File: src/rtl/seq_bin_to_bcd.sv
// Sequential binary-to-BCD converter: one double-dabble step per clock behind a
// start/busy/done handshake, with truncation overflow and a leading-zero mask.
module seq_bin_to_bcd #(
  parameter int unsigned BIN_WIDTH = 8,
  parameter int unsigned DIGITS    = 3
) (
  input  logic                  clk,
  input  logic                  reset,
  input  logic                  start,
  input  logic [BIN_WIDTH-1:0]  binary,
  output logic                  busy,
  output logic                  done,
  output logic [4*DIGITS-1:0]   decimal,
  output logic [DIGITS-1:0]     digit_valid,
  output logic                  overflow
);

  localparam int unsigned SCR_W = 4 * DIGITS;
  localparam int unsigned CNT_W = $clog2(BIN_WIDTH + 1);

  typedef enum logic [1:0] {
    IDLE  = 2'd0,
    SHIFT = 2'd1,
    DONE  = 2'd2
  } state_t;

  state_t               state_q, state_d;
  logic [BIN_WIDTH-1:0] shift_q, shift_d;
  logic [SCR_W-1:0]     scratch_q, scratch_d;
  logic [CNT_W-1:0]     cnt_q, cnt_d;
  logic                 ovf_int_q, ovf_int_d;
  logic [SCR_W-1:0]     decimal_d;
  logic [DIGITS-1:0]    digit_valid_d;
  logic                 overflow_d;
  logic                 busy_d, done_d;

  logic [SCR_W-1:0]     adjusted;
  logic [SCR_W-1:0]     stepped;
  logic                 carry_out;
  logic [DIGITS-1:0]    stepped_valid;
  logic                 seen;

  // Add-3 correction on every digit >= 5, then shift in the next binary bit
  always_comb begin
    adjusted = scratch_q;
    for (int d = 0; d < int'(DIGITS); d++) begin
      if (scratch_q[4*d +: 4] >= 4'd5) begin
        adjusted[4*d +: 4] = scratch_q[4*d +: 4] + 4'd3;
      end
    end
    carry_out = adjusted[SCR_W-1];
    stepped   = {adjusted[SCR_W-2:0], shift_q[BIN_WIDTH-1]};
  end

  // Significance mask scanned from the top digit down; ones digit always shown
  always_comb begin
    seen          = 1'b0;
    stepped_valid = '0;
    for (int i = 0; i < int'(DIGITS); i++) begin
      seen = seen | (stepped[4*(int'(DIGITS)-1-i) +: 4] != 4'd0);
      stepped_valid[int'(DIGITS)-1-i] = seen;
    end
    stepped_valid[0] = 1'b1;
  end

  // Next-state and datapath control
  always_comb begin
    state_d       = state_q;
    shift_d       = shift_q;
    scratch_d     = scratch_q;
    cnt_d         = cnt_q;
    ovf_int_d     = ovf_int_q;
    decimal_d     = decimal;
    digit_valid_d = digit_valid;
    overflow_d    = overflow;

    unique case (state_q)
      IDLE, DONE: begin
        if (start) begin
          state_d   = SHIFT;
          shift_d   = binary;
          scratch_d = '0;
          cnt_d     = CNT_W'(BIN_WIDTH);
          ovf_int_d = 1'b0;
        end else begin
          state_d = IDLE;
        end
      end
      SHIFT: begin
        shift_d   = shift_q << 1;
        scratch_d = stepped;
        cnt_d     = cnt_q - CNT_W'(1);
        ovf_int_d = ovf_int_q | carry_out;
        if (cnt_q == CNT_W'(1)) begin
          state_d       = DONE;
          decimal_d     = stepped;
          digit_valid_d = stepped_valid;
          overflow_d    = ovf_int_q | carry_out;
        end
      end
      default: state_d = IDLE;
    endcase

    busy_d = (state_d == SHIFT);
    done_d = (state_d == DONE);
  end

  always_ff @(posedge clk or posedge reset) begin
    if (reset) begin
      state_q     <= IDLE;
      shift_q     <= '0;
      scratch_q   <= '0;
      cnt_q       <= '0;
      ovf_int_q   <= 1'b0;
      busy        <= 1'b0;
      done        <= 1'b0;
      decimal     <= '0;
      digit_valid <= DIGITS'(1);
      overflow    <= 1'b0;
    end else begin
      state_q     <= state_d;
      shift_q     <= shift_d;
      scratch_q   <= scratch_d;
      cnt_q       <= cnt_d;
      ovf_int_q   <= ovf_int_d;
      busy        <= busy_d;
      done        <= done_d;
      decimal     <= decimal_d;
      digit_valid <= digit_valid_d;
      overflow    <= overflow_d;
    end
  end

endmodule

File: config.mk
export PLATFORM = sky130hd
export DESIGN_NAME = seq_bin_to_bcd
export DESIGN_NICKNAME = d
export VERILOG_FILES = /design/src/rtl/seq_bin_to_bcd.sv
export SDC_FILE = /design/constraint.sdc
export NUM_CORES = 1
export LEC_CHECK = 0
export CORE_MARGIN = 2
export CORE_UTILIZATION = 23
export CTS_CLUSTER_SIZE = 30
export DETAILED_ROUTE_END_ITERATION = 16
export PLACE_DENSITY = 0.5
export SYNTH_ARGS = -nofsm -noshare
export SYNTH_HDL_FRONTEND = slang
export SYNTH_SLANG_ARGS = --single-unit
File: constraint.sdc
create_clock -name clk -period 6.01 [get_ports clk]
set_clock_uncertainty 0.15 [all_clocks]
set_input_delay 1.5025 -clock clk [delete_from_list [all_inputs] [get_ports clk]]
set_output_delay 1.5025 -clock clk [all_outputs]
set_load 0.02 [all_outputs]
# ---- After elaboration in Yosys (flattened, before gate mapping)
# Cells that the tools add are included.
dict set report totals {
  latchBits 0
  wordCells 46
  ff_bits 44
  ramBits 0
  in_bits 11
  out_inout_bits 18
  rom_bits 0
  n_memories 0
}
dict set report classes {
  n_mux 14
  multipliers 0
  n_reduce_logical 7
  magnitude_cmp 3
  div 0
  n_eq_ne 6
  bitwise 2
  n_shift 0
  add_sub_neg 4
}
# op count
set op_table {}
lappend op_table {{12-bit case mux with 2 select lines} 1}
lappend op_table {{4-bit two-way mux} 4}
lappend op_table {{8-bit case mux with 2 select lines} 1}
lappend op_table {{4-bit by 2-bit adder with 4-bit output (second input constant)} 3}
lappend op_table {{4-bit by 3-bit >= comparator with 1-bit output (second input constant)} 3}
lappend op_table {{12-bit two-way mux} 1}
lappend op_table {{8-bit two-way mux} 1}
lappend op_table {{4-bit case mux with 2 select lines} 1}
lappend op_table {{4-bit nonzero test} 2}
lappend op_table {{2-bit by 1-bit equality test with 1-bit output (second input constant)} 2}
lappend op_table {{2-bit equality test (second input constant)} 2}
lappend op_table {{4-bit by 1-bit equality test with 1-bit output (second input constant)} 1}
lappend op_table {{2-bit case mux with 2 select lines} 1}
lappend op_table {{2-bit AND reduction} 2}
lappend op_table {{4-bit by 1-bit subtractor with 4-bit output (second input constant)} 1}
lappend op_table {{2-bit logical NOT} 1}
lappend op_table {{1-bit two-way mux} 2}
lappend op_table {{2-bit two-way mux} 1}
lappend op_table {{2-bit inequality test (second input constant)} 1}
lappend op_table {{1-bit OR} 2}
lappend op_table {{1-bit case mux with 2 select lines} 1}
lappend op_table {{2-bit nonzero test} 1}
lappend op_table {{2-bit OR reduction} 1}

# ---- Longest topological paths before layout
dict set report depth {
  ltp_word 4
  ltp_mapped 8
  mapped_depth_nobuf 7
}

# ---- Worst setup path before layout
# OpenSTA, ideal clock, no wires.
dict set report synth_timing {
  path_kind {input-to-reg}
  start {in start}
  end {reg scratch_q[3]}
  setup_time_ns 0.083
  cell_stages 5
  t_arrival_ns 2.224
  path_slack_ns 3.553
  t_required_ns 5.777
  path_buffers 1
  path_cell_list {nor2b_1 > nor2_1 > buf_2 > o21ai_0 > o21ai_0}
}
dict set report synth_via {
  elab_chain_cells 2
}
# item line_no
set synth_rtl {}
lappend synth_rtl {{from (decl)} 9} ;# input logic start,
lappend synth_rtl {{2-bit inequality test (no source line)} n/a}
lappend synth_rtl {{2-bit AND reduction (no source line)} n/a}
lappend synth_rtl {{to (signal assigned)} 123} ;# scratch_q <= scratch_d;
lappend synth_rtl {{to (decl)} 29} ;# logic [SCR_W-1:0] scratch_q, scratch_d;
# Every way passes these cells.
# A chain may end at the register's enable or synchronous reset.

# ---- Worst setup path after layout
dict set report layout_timing {
  start {in start}
  end {reg scratch_q[7]}
}
# Same word-level chain as after synthesis.

==> results.ini <==
[place]
dp_hpwl_mm = 3.018
io_buffers = 27
gp_congestion = 0.7171
post-place-ws_ns = 2.218

[setup_path]
crit_type = input pin to register
path_cells = clkdlybuf4s50_1 > nor2b_1 > nor2_1 > o21ai_0 > o21ai_0
slowest_delay_ns = 0.63
cp_data_required_time_ns = 6.00
crit_path_max_fanout = 15
cp_slowest_cell = nor2b_1
crit_top_cell = o21ai_0
path_buf_inv = 1
cp_top_family = simple AND/OR/NAND/NOR gates
crit_path_end_kind = register
startpoint_type = input pin
crit_arrival_ns = 3.40

[finish]
nets = 250
drive_above_1_share_pct = 8.225
n_antenna_cell = 0
ff_latch_area_um2 = 1101
syn2layout_area_growth_pct = 21.41
multiInputGateArea_um2 = 913.4
fillCellCount = 925

[die]
dieArea_um2 = 9954
fp.dieH_um = 99.77
ios = 29
rows = 34
core_area_um2 = 8806
start_util_pct = 23.96
die_w_um = 99.77

[logic_synthesis]
synthTopCellsByCount = dfrtp_1, nand2_1, o21ai_0, nor2_1, inv_1
netlist.top_cell.by_area = dfrtp_1
syn_nets = 226
ys_types = 36
synth.most_common_cell = dfrtp_1
syn_area_um2 = 2110
synth_flop_cell = dfrtp_1
synth-async-reset-ratio_pct = 100.0
avgSynthCellArea_um2 = 10.19
synth_warnings = 0
synth_edf_count = 0
synth_top_area_share_pct = 52.19
ys_seq_area_share_pct = 52.19
synthCells = 207
netlist_top_cells_area = dfrtp_1, nand2_1, ha_1, o21ai_0, a22o_1
synth_seq_cells = 44

[power]
power_density_nw_per_um2 = 558.8
p_leak_nw = 1.104
ir_drop_v = 0.0001621

[global_routing]
antenna_found_initial = 0
globalRouteOverflowTotal = 0
grt_pass1_vias = 1552
track_usage_pct = 9.828
grt_max_degree = 45
grt_pass1_wl_mm = 7.859

[sta]
slew_headroom_pct = 32.80
tns_ns = 0
timing.final.ws_setup_ns = 2.604
post-route-period-util_pct = 56.67
grt_setup_unrepaired = no
slew_violations = 0
fin_crit_ns = 3.406
clock.fmax_ghz = 0.2936
hold_viol = 0
tightest_slew_ns = 1.004
setup_viol = 0

[drt]
drt_pass1_iterations = 4
vias = 1521
drc = 0
wirelength_mm = 4.410
ant_nets = 0
wl_per_cell_um = 13.01
post_drt_via_cell_ratio = 4.487
drt_iter0_drc = 54

[outcome]
status = complete, no violations

[clocking]
cts_buffers = 5
holdBufCountCts = 0
clock_latency_ns = 0.29
root_buffer = clkbuf_8
htree_levels = 2
cts_setup_buffers = 0
numClockSinks = 44
clk_pin_slew_ns = 0.08
cts_resized = 0
cts_tree = done
clockBufferDepth = 2

[hold_path]
holdCritPathClass = register to register

[job]
cap_violations = 0

power breakdown:
group	leakage, nW	internal (mW)	switching, mW
clock	0.0503	0.102	0.0996
sequential	0.537	0.434	0.106
combinational	0.517	0.314	0.375
total	1.10	0.851	0.580
final cells by class:
type                            instances  share of cell area [%]
Inverter                               12                   1.759
Tap cell                              108                   5.276
Clock buffer                            7                   3.762
Sequential cell                        44                   42.99
Multi-Input combinational cell        141                   35.66
Timing Repair Buffer                   27                   10.55
cell families after synthesis:
family                   synth area share [%]
AO/OA/AOI/OAI                           14.89
XOR/XNOR                                2.076
adder cells (fa/ha/maj)                 4.745
buffers and inverters                   4.507
flip-flops                              52.19
multiplexers                            5.634
other                                  0.1778
AND/OR/NAND/NOR                         15.78
placed cells by master (no fill, tap or decap), types with 2 or more instances in the layout:
cell type and n:
dfrtp_1 44, nand2_1 33, clkdlybuf4s50_1 27, o21ai_0 19, nor2_1 14, inv_1 10, a31oi_1 9, a22o_1 8
ha_1 8, clkbuf_8 7, a21oi_1 6, mux2_2 6, nand2b_1 5, nor3b_1 4, xnor2_1 4, mux2i_1 4
nor3_1 3, inv_2 2, and2_1 2
sequential cells by signal, summed over array words and instances, names as in the netlist:
name / cells
state_q: 2
cnt_q: 4
done: 1
busy: 1
shift_q: 8
overflow: 1
digit_valid: 2
ovf_int_q: 1
decimal: 12
scratch_q: 12
stage by stage:
step,power [mW],hold slack [ns],area (um2),utilization [%],instances
global placement,1.233,0.3166,2465,27.99,332
detailed placement,1.245,0.3117,2465,27.99,332
CTS,1.452,0.3440,2561,29.09,339
floorplan,1.028,0.3098,2110,-,207
global route,1.570,0.3794,2561,29.09,339
finish,1.431,0.3383,2561,29.09,339
metal layers:
metal / GRT usage, % / up-vias / routed length [um]
met5: 0 / - / 0
met3: 2.577 / 7 / 149
met2: 14.86 / 23 / 1949
met4: 2.845 / 0 / 60
li1: - / 756 / -
met1: 13.89 / 735 / 2250
worst min-delay path, cell delays in order (launching register included):
cell	delay [ns]
dfrtp_1	0.35
nand2_1	0.05
o21ai_0	0.06
worst paths after layout:
kind | from | to | slack [ns] | depth (start not counted)
setup / recovery | start | scratch_q[7]$_DFFE_PP0P_ | 2.60 | 5
hold / removal | overflow$_DFFE_PP0P_ | overflow$_DFFE_PP0P_ | 0.34 | 2
setup reg to reg | state_q[1]$_DFF_PP0_ | decimal[6]$_DFFE_PP0P_ | 3.81 | 4
hold reg to reg | overflow$_DFFE_PP0P_ | overflow$_DFFE_PP0P_ | 0.34 | 2
max in group asynchronous | reset | scratch_q[10]$_DFFE_PP0P_ | 3.53 | 2
min in group asynchronous | reset | done$_DFF_PP0_ | 1.58 | 2
Note: power is estimated with default switching activity, not from simulation.
